`config.mk`:
```
export PLATFORM = sky130hd
export DESIGN_NAME = clkgen_tick_emu
export DESIGN_NICKNAME = d
export VERILOG_FILES = /design/src/rtl/clkgen_pkg.sv /design/src/rtl/clkgen_tick_div.sv /design/src/rtl/clkgen_tick_emu.sv
export SDC_FILE = /design/constraint.sdc
export NUM_CORES = 1
export LEC_CHECK = 0
export CORE_MARGIN = 2
export CORE_UTILIZATION = 45
export CTS_CLUSTER_DIAMETER = 30
export DETAILED_ROUTE_END_ITERATION = 12
export SLEW_MARGIN = 0
export SYNTH_ARGS = -nofsm -noshare
export SYNTH_HDL_FRONTEND = slang
export SYNTH_SLANG_ARGS = --single-unit
export TNS_END_PERCENT = 10
```
`constraint.sdc`:
```
create_clock -name i_clk -period 1.7 [get_ports i_clk]
set_input_delay 0.255 -clock i_clk [delete_from_list [all_inputs] [get_ports i_clk]]
set_output_delay 0.255 -clock i_clk [all_outputs]
set_load 0.02 [all_outputs]
```
`src/rtl/clkgen_pkg.sv`:
```
// Shared constants and helpers for the clock-enable emulation of the SoC clocking front end.
package clkgen_pkg;

    localparam int RESET_LENGTH_DEF = 12;
    localparam int GFCM_TAP_DEF     = 2;
    localparam int FAST_CNT_W       = 3;

    // HF divider select: ratio = 1 << sel (1, 2, 4, 8)
    function automatic int div_ratio(input logic [1:0] sel);
        return 1 << sel;
    endfunction

    function automatic int slow_cnt_w(input int n);
        return (n > 1) ? $clog2(n) : 1;
    endfunction

endpackage

```
`src/rtl/clkgen_tick_div.sv`:
```
// Modulo-N enable divider: emits a registered one-cycle pulse on each wrap of its counter.
module tick_div #(
    parameter int N = 2,
    parameter int W = (N > 1) ? $clog2(N) : 1
) (
    input  logic clk,
    input  logic rst,
    input  logic en,
    input  logic hold,
    output logic pulse
);

    localparam logic [W-1:0] LAST = W'(N - 1);

    logic [W-1:0] cnt;
    logic         step;
    logic         wrap;

    assign step = en & ~hold;
    assign wrap = (cnt == LAST);

    // A stalled counter keeps its value so counting resumes where it stopped.
    always_ff @(posedge clk or posedge rst) begin
        if (rst) begin
            cnt   <= '0;
            pulse <= 1'b0;
        end else begin
            pulse <= step & wrap;
            if (step) begin
                cnt <= wrap ? '0 : cnt + W'(1);
            end
        end
    end

endmodule

```
`src/rtl/clkgen_tick_emu.sv`:
```
// Single-clock emulation of the HF oscillator, PLL core A/B outputs, LF oscillator and
// power-up reset sequencer, expressed as clock-enable strobes on i_clk.
module clkgen_tick_emu
    import clkgen_pkg::*;
#(
    parameter logic [1:0] HFOSC_DIV    = 2'b01,
    parameter bit         DOUBLE_CLOCK = 1'b0,
    parameter int         SLOW_DIV     = 1000,
    parameter int         RESET_LENGTH = RESET_LENGTH_DEF,
    parameter int         GFCM_TAP     = GFCM_TAP_DEF
) (
    input  logic i_clk,
    input  logic i_rst,
    input  logic bypass,
    input  logic low_power_mode,
    output logic o_clk_en,
    output logic o_half_clk_en,
    output logic o_slow_tick,
    output logic o_rst,
    output logic o_rst_gfcm
);

    localparam int DIV    = div_ratio(HFOSC_DIV);
    localparam int SLOW_W = slow_cnt_w(SLOW_DIV);

    logic                    div_pulse;
    logic                    byp_q;
    logic                    byp_val_q;
    logic [RESET_LENGTH-1:0] sr;

    tick_div #(
        .N (DIV),
        .W (FAST_CNT_W)
    ) u_fast (
        .clk   (i_clk),
        .rst   (i_rst),
        .en    (low_power_mode),
        .hold  (bypass),
        .pulse (div_pulse)
    );

    // LF oscillator is always on: neither bypass nor low_power_mode touch it.
    tick_div #(
        .N (SLOW_DIV),
        .W (SLOW_W)
    ) u_slow (
        .clk   (i_clk),
        .rst   (i_rst),
        .en    (1'b1),
        .hold  (1'b0),
        .pulse (o_slow_tick)
    );

    always_ff @(posedge i_clk or posedge i_rst) begin
        if (i_rst) begin
            byp_q     <= 1'b0;
            byp_val_q <= 1'b0;
        end else begin
            byp_q     <= bypass;
            byp_val_q <= low_power_mode;
        end
    end

    // Both legs are flop outputs; the divider is held whenever bypass was sampled.
    assign o_clk_en = byp_q ? byp_val_q : div_pulse;

    generate
        if (DOUBLE_CLOCK) begin : g_half
            logic tog_q;

            // tog_q counts fast pulses already issued; every second one is passed through.
            always_ff @(posedge i_clk or posedge i_rst) begin
                if (i_rst) begin
                    tog_q <= 1'b0;
                end else begin
                    tog_q <= tog_q ^ o_clk_en;
                end
            end

            assign o_half_clk_en = o_clk_en & tog_q;
        end else begin : g_same
            assign o_half_clk_en = o_clk_en;
        end
    endgenerate

    always_ff @(posedge i_clk or posedge i_rst) begin
        if (i_rst) begin
            sr <= '0;
        end else if (o_half_clk_en) begin
            sr <= {sr[RESET_LENGTH-2:0], 1'b1};
        end
    end

    assign o_rst_gfcm = ~sr[GFCM_TAP];
    assign o_rst      = ~sr[RESET_LENGTH-1];

endmodule

```
# Word-level counts from Yosys, hierarchy flattened
# Index checks and enable logic that the tools add are counted.
totals:
  wordCells: 19
  output_inout_bits: 5
  in_bits: 4
  regBits: 29
classes:
  bitwise_logic: 5
  addsub: 2
  n_mux: 3
  eq_ne: 2
ops:
  columns: ["op", "count"]
  rows:
  - ["$add A10 B1 Y10 const B", 1]
  - ["$eq A10 B10 Y1 const B", 1]
  - ["$mux W10", 1]
  - ["$add A3 B1 Y3 const B", 1]
  - ["$eq A3 B1 Y1 const B", 1]
  - ["$mux W3", 1]
  - ["$not A1 Y1", 3]
  - ["$and A1 B1 Y1", 2]
  - ["$mux W1", 1]

# Longest topological paths before layout
depth:
  depth_word: 3
  depth_mapped: 6
  ltp_nobuf: 5

# Cells and area by module
# Synthesis repeated with hierarchy kept, for this count alone.
hier_totals:
  hier_cells: 103
  area_unflattened_um2: 1257.5
modules_own_cells:
  columns: ["mod", "cells_each", "area_per_inst_um2", "n_inst"]
  rows:
  - ["tick_div at u_slow", 55, 550.5, 1]
  - ["clkgen_tick_emu", 35, 535.5, 1]
  - ["tick_div at u_fast", 13, 171.4, 1]

# Worst setup path after synthesis
# Ideal clock, no wire load.
synth_path:
  path_type: "flip-flop to output port"
  startpoint: "register byp_q"
  endpoint: "output o_half_clk_en"
  t_required_ps: 1445
  path_buffers: 2
  path_stages_with_launch: 5
  setup_slack_ps: 310
  arrival_time_ps: 1135
  path_cell_list: "dfrtp_1 -> mux2i_2 -> buf_6 -> inv_1 -> buf_4"
synth_via:
  elab_chain_cells: 1
synth_lines:
  columns: ["item", "line_no", "text"]
  rows:
  - ["from (decl)", "clkgen_tick_emu.sv:27", "logic byp_q;"]
  - ["from (signal assigned)", "clkgen_tick_emu.sv:59", "byp_q <= bypass;"]
  - ["$mux W1", "clkgen_tick_emu.sv:65", "assign o_clk_en = byp_q ? byp_val_q : div_pulse;"]
  - ["to (decl)", "clkgen_tick_emu.sv:17", "output logic o_half_clk_en,"]
# Every way passes these cells.

# Worst setup path after layout
layout_path:
  startpoint: "register sr[11]"
  endpoint: "output o_rst"
layout_via:
  elab_chain_cells: 1
layout_lines:
  columns: ["item", "line_no", "text"]
  rows:
  - ["from (decl)", "clkgen_tick_emu.sv:29", "logic [RESET_LENGTH-1:0] sr;"]
  - ["from (signal assigned)", "clkgen_tick_emu.sv:90", "sr <= {sr[RESET_LENGTH-2:0], 1'b1};"]
  - ["$not A1 Y1", "clkgen_tick_emu.sv:95", "assign o_rst = ~sr[RESET_LENGTH-1];"]
  - ["to (decl)", "clkgen_tick_emu.sv:19", "output logic o_rst,"]
# Every way passes these cells.

==> flow_summary_export.csv <==
group,metric,value,unit
status,outcome,"finished clean",
worst_setup_path,crit_slowest_cell,"clkdlybuf4s50_1",
sta,tightest_slew,358,ps
detailed_routing,viasPerCell,4.96,
sta,fin_ws,91.7,ps
hold_path,holdCritPathClass,"in2async",
sta,maxSlewViolCount,0,
detailed_routing,drc,0,
global_route,antenna_found_initial,0,
power,p_per_area,1280,mW/mm²
sta,post-route-period-util,94.6,%
logic_synthesis,synth_cell_type_count,31,
final_layout,seq_area,726,µm²
logic_synthesis,synth-main-ff-cell,"dfrtp_1",
power,ir_worst_vdd,0.961,mV
clock_tree,clk_latency,330,ps
logic_synthesis,ys_seq_elements,29,
power,power.leakage,0.000655,µW
worst_setup_path,cp-end-kind,"primary output",
placement,dp_hpwl,1150,µm
floorplan,core,0.00250,mm²
sta,skew,13.2,ps
logic_synthesis,yosysMostFrequentCell,"dfrtp_1",
logic_synthesis,synth_top_area_cell,"dfrtp_1",
final_layout,diodes,0,
detailed_routing,wl_per_cell,12.1,µm
logic_synthesis,yosys_warnings,0,
clock_tree,cts_resized,2,
floorplan,ios,9,
sta,grt_setup_unrepaired,"false",
worst_setup_path,cpPeakStageDelay,590,ps
clock_tree,cts_buffers,5,
logic_synthesis,synth_edf_count,0,
final_layout,fill_cells,215,
clock_tree,cts_tree,"yes",
logic_synthesis,avgSynthCellArea,12.8,µm²
worst_setup_path,crit_fanout,2,
worst_setup_path,start_kind,"register",
placement,post-place-ws,234,ps
sta,post-route-min-period,1610,ps
global_route,overflow,0,
clock_tree,cts_root_buf,"clkbuf_4",
sta,fin_tns_setup,0,ps
final_layout,multi_input_area,432,µm²
logic_synthesis,synth_common_cells,"dfrtp_1 (29), mux2_2 (10), inv_1 (5), nand3_1 (5), nor2_1 (5)",
detailed_routing,route.vias.total,690,
clock_tree,clk_pin_slew,100,ps
final_layout,final_util,56.5,%
worst_setup_path,arrival,1350,ps
logic_synthesis,yosysTopAreaCellShare,60.5,%
detailed_routing,ant_nets,0,
sta,relSlewSlack,76.2,%
final_layout,syn2layout_area_growth,17.6,%
worst_setup_path,required,1440,ps
logic_synthesis,syn-instance-count,94,
floorplan,rows,18,
logic_synthesis,synth_fp_nets,99,
global_route,grt_pass1_wl,3150,µm
logic_synthesis,synth_area_leaders,"dfrtp_1 (60%), mux2_2 (9.4%), xnor2_1 (2.9%)",
global_route,grt_pass1_vias,718,
floorplan,die_y,55.6,µm
logic_synthesis,synth_area,0.00120,mm²
detailed_routing,drtIter0Drc,1,
logic_synthesis,synthArstFlopShare,100,%
placement,portBuffers,8,
clock_tree,htree_num_levels,2,
global_route,grt_max_degree,30,
global_route,grt_usage,13.5,%
floorplan,dieArea,0.00310,mm²
sta,final_hold_viol_count,0,
clock_tree,hold_buffers,0,
detailed_routing,wirelength,1680,µm
clock_tree,cts_sinks,29,
floorplan,start_util,48.0,%
sta,setup_viol,0,
logic_synthesis,yosysSeqAreaShare,60.5,%
flow_run,max_cap_viol_count,0,
final_layout,final_nets,113,
floorplan,die_w,55.6,µm
placement,place.gp.congestion,0.727,
worst_setup_path,cp_cell_sequence,"inv_1 > clkdlybuf4s50_1",
detailed_routing,drt_pass1_iterations,4,
worst_setup_path,crit_type,"reg2out",
sta,timing.hold.ws,282,ps
clock_tree,cts_buffer_depth,2,
clock_tree,cts_setup_buffers,0,
final_layout,final_layout_size_suffix_gt1_share,24.8,%
sta,fmax,622,MHz
## metrics by stage
step | instances | instance area (µm²) | power [µW]
after CTS | 139 | 1410 | 1830
after global placement | 131 | 1310 | 1120
after global routing | 139 | 1410 | 1900
after floorplan | 94 | 1200 | 1060
final | 139 | 1410 | 1810
after detailed placement | 131 | 1310 | 1130
## kinds of logic (layout without fill, tap and decap cells)
kind of cell | Yosys count | in the layout | synth area share, %
mux | 11 | 11 | 10.5
xor+xnor | 7 | 7 | 5.11
fa+ha+maj | 1 | 1 | 1.04
flops | 29 | 29 | 60.5
simple gates | 29 | 29 | 14.6
buf+inv | 8 | 23 | 3.55
compound gates | 9 | 9 | 4.69
## final cells by class
class | count | share of cell area, %
Sequential cell | 29 | 51.4
Multi-Input combinational cell | 57 | 30.6
Timing Repair Buffer | 10 | 6.74
Clock inverter | 3 | 4.61
Clock buffer | 5 | 2.66
Tap cell | 30 | 2.66
Inverter | 5 | 1.33
## power breakdown
part / internal [µW] / switching [µW] / total (µW)
Sequential: 810 / 55.0 / 865
Combinational: 143 / 99.5 / 242
Clock: 455 / 245 / 700
Total: 1410 / 399 / 1810
## placed cells by master (no fill, tap or decap)
cell	count
dfrtp_1	29
mux2_2	10
inv_1	5
nand3_1	5
nor2_1	5
clkbuf_4	5
clkdlybuf4s50_1	5
xnor2_1	4
nand2_1	4
xor2_1	3
and3_1	2
a31oi_1	2
a21oi_1	2
nor2b_1	2
nand2b_1	2
o21ai_0	2
bufinv_16	2
dlygate4sd2_1	2
buf_4	2
mux2i_2	1
nand3_2	1
nor3_4	1
and3_2	1
and3_4	1
a21o_1	1
nor2_2	1
and2b_1	1
nor4b_1	1
a211o_1	1
or2_2	1
nor3_1	1
o211ai_1	1
ha_1	1
clkinv_2	1
dlymetal6s2s_1	1
## routing by layer
layer  global-route usage [%]  vias up  wire length [µm]
met5                        0        -                 0
met4                     6.97        0                41
met3                     7.44        6               113
met2                     18.2       13               725
met1                     17.4      323               798
li1                         -      348                 -
## sequential cells by signal, indices dropped and copies added, names as in the netlist
signal        cells
u_slow.pulse      1
byp_val_q         1
u_fast.pulse      1
u_slow.cnt       10
u_fast.cnt        3
byp_q             1
sr               12
## worst max-delay path, delay by kind of cell, from the launching register on
| kind | cells | cell delay, ps |
|---|---|---|
| buffers and inverters | 2 | 640 |
| DFF | 1 | 390 |
## final timing paths
kind,slack [ps],from,cells after the start,to
hold reg to reg,480,u_fast.cnt[0],1,u_fast.cnt[0]
setup reg to reg,260,u_slow.cnt[0],5,u_slow.cnt[7]
max in group asynchronous,1130,i_rst,3,u_slow.cnt[4]
min in group i_clk,370,bypass,1,byp_q
hold / removal,280,i_rst,3,u_slow.cnt[7]
setup / recovery,90,sr[11],2,o_rst
Note: power is estimated with default switching activity, not from simulation.
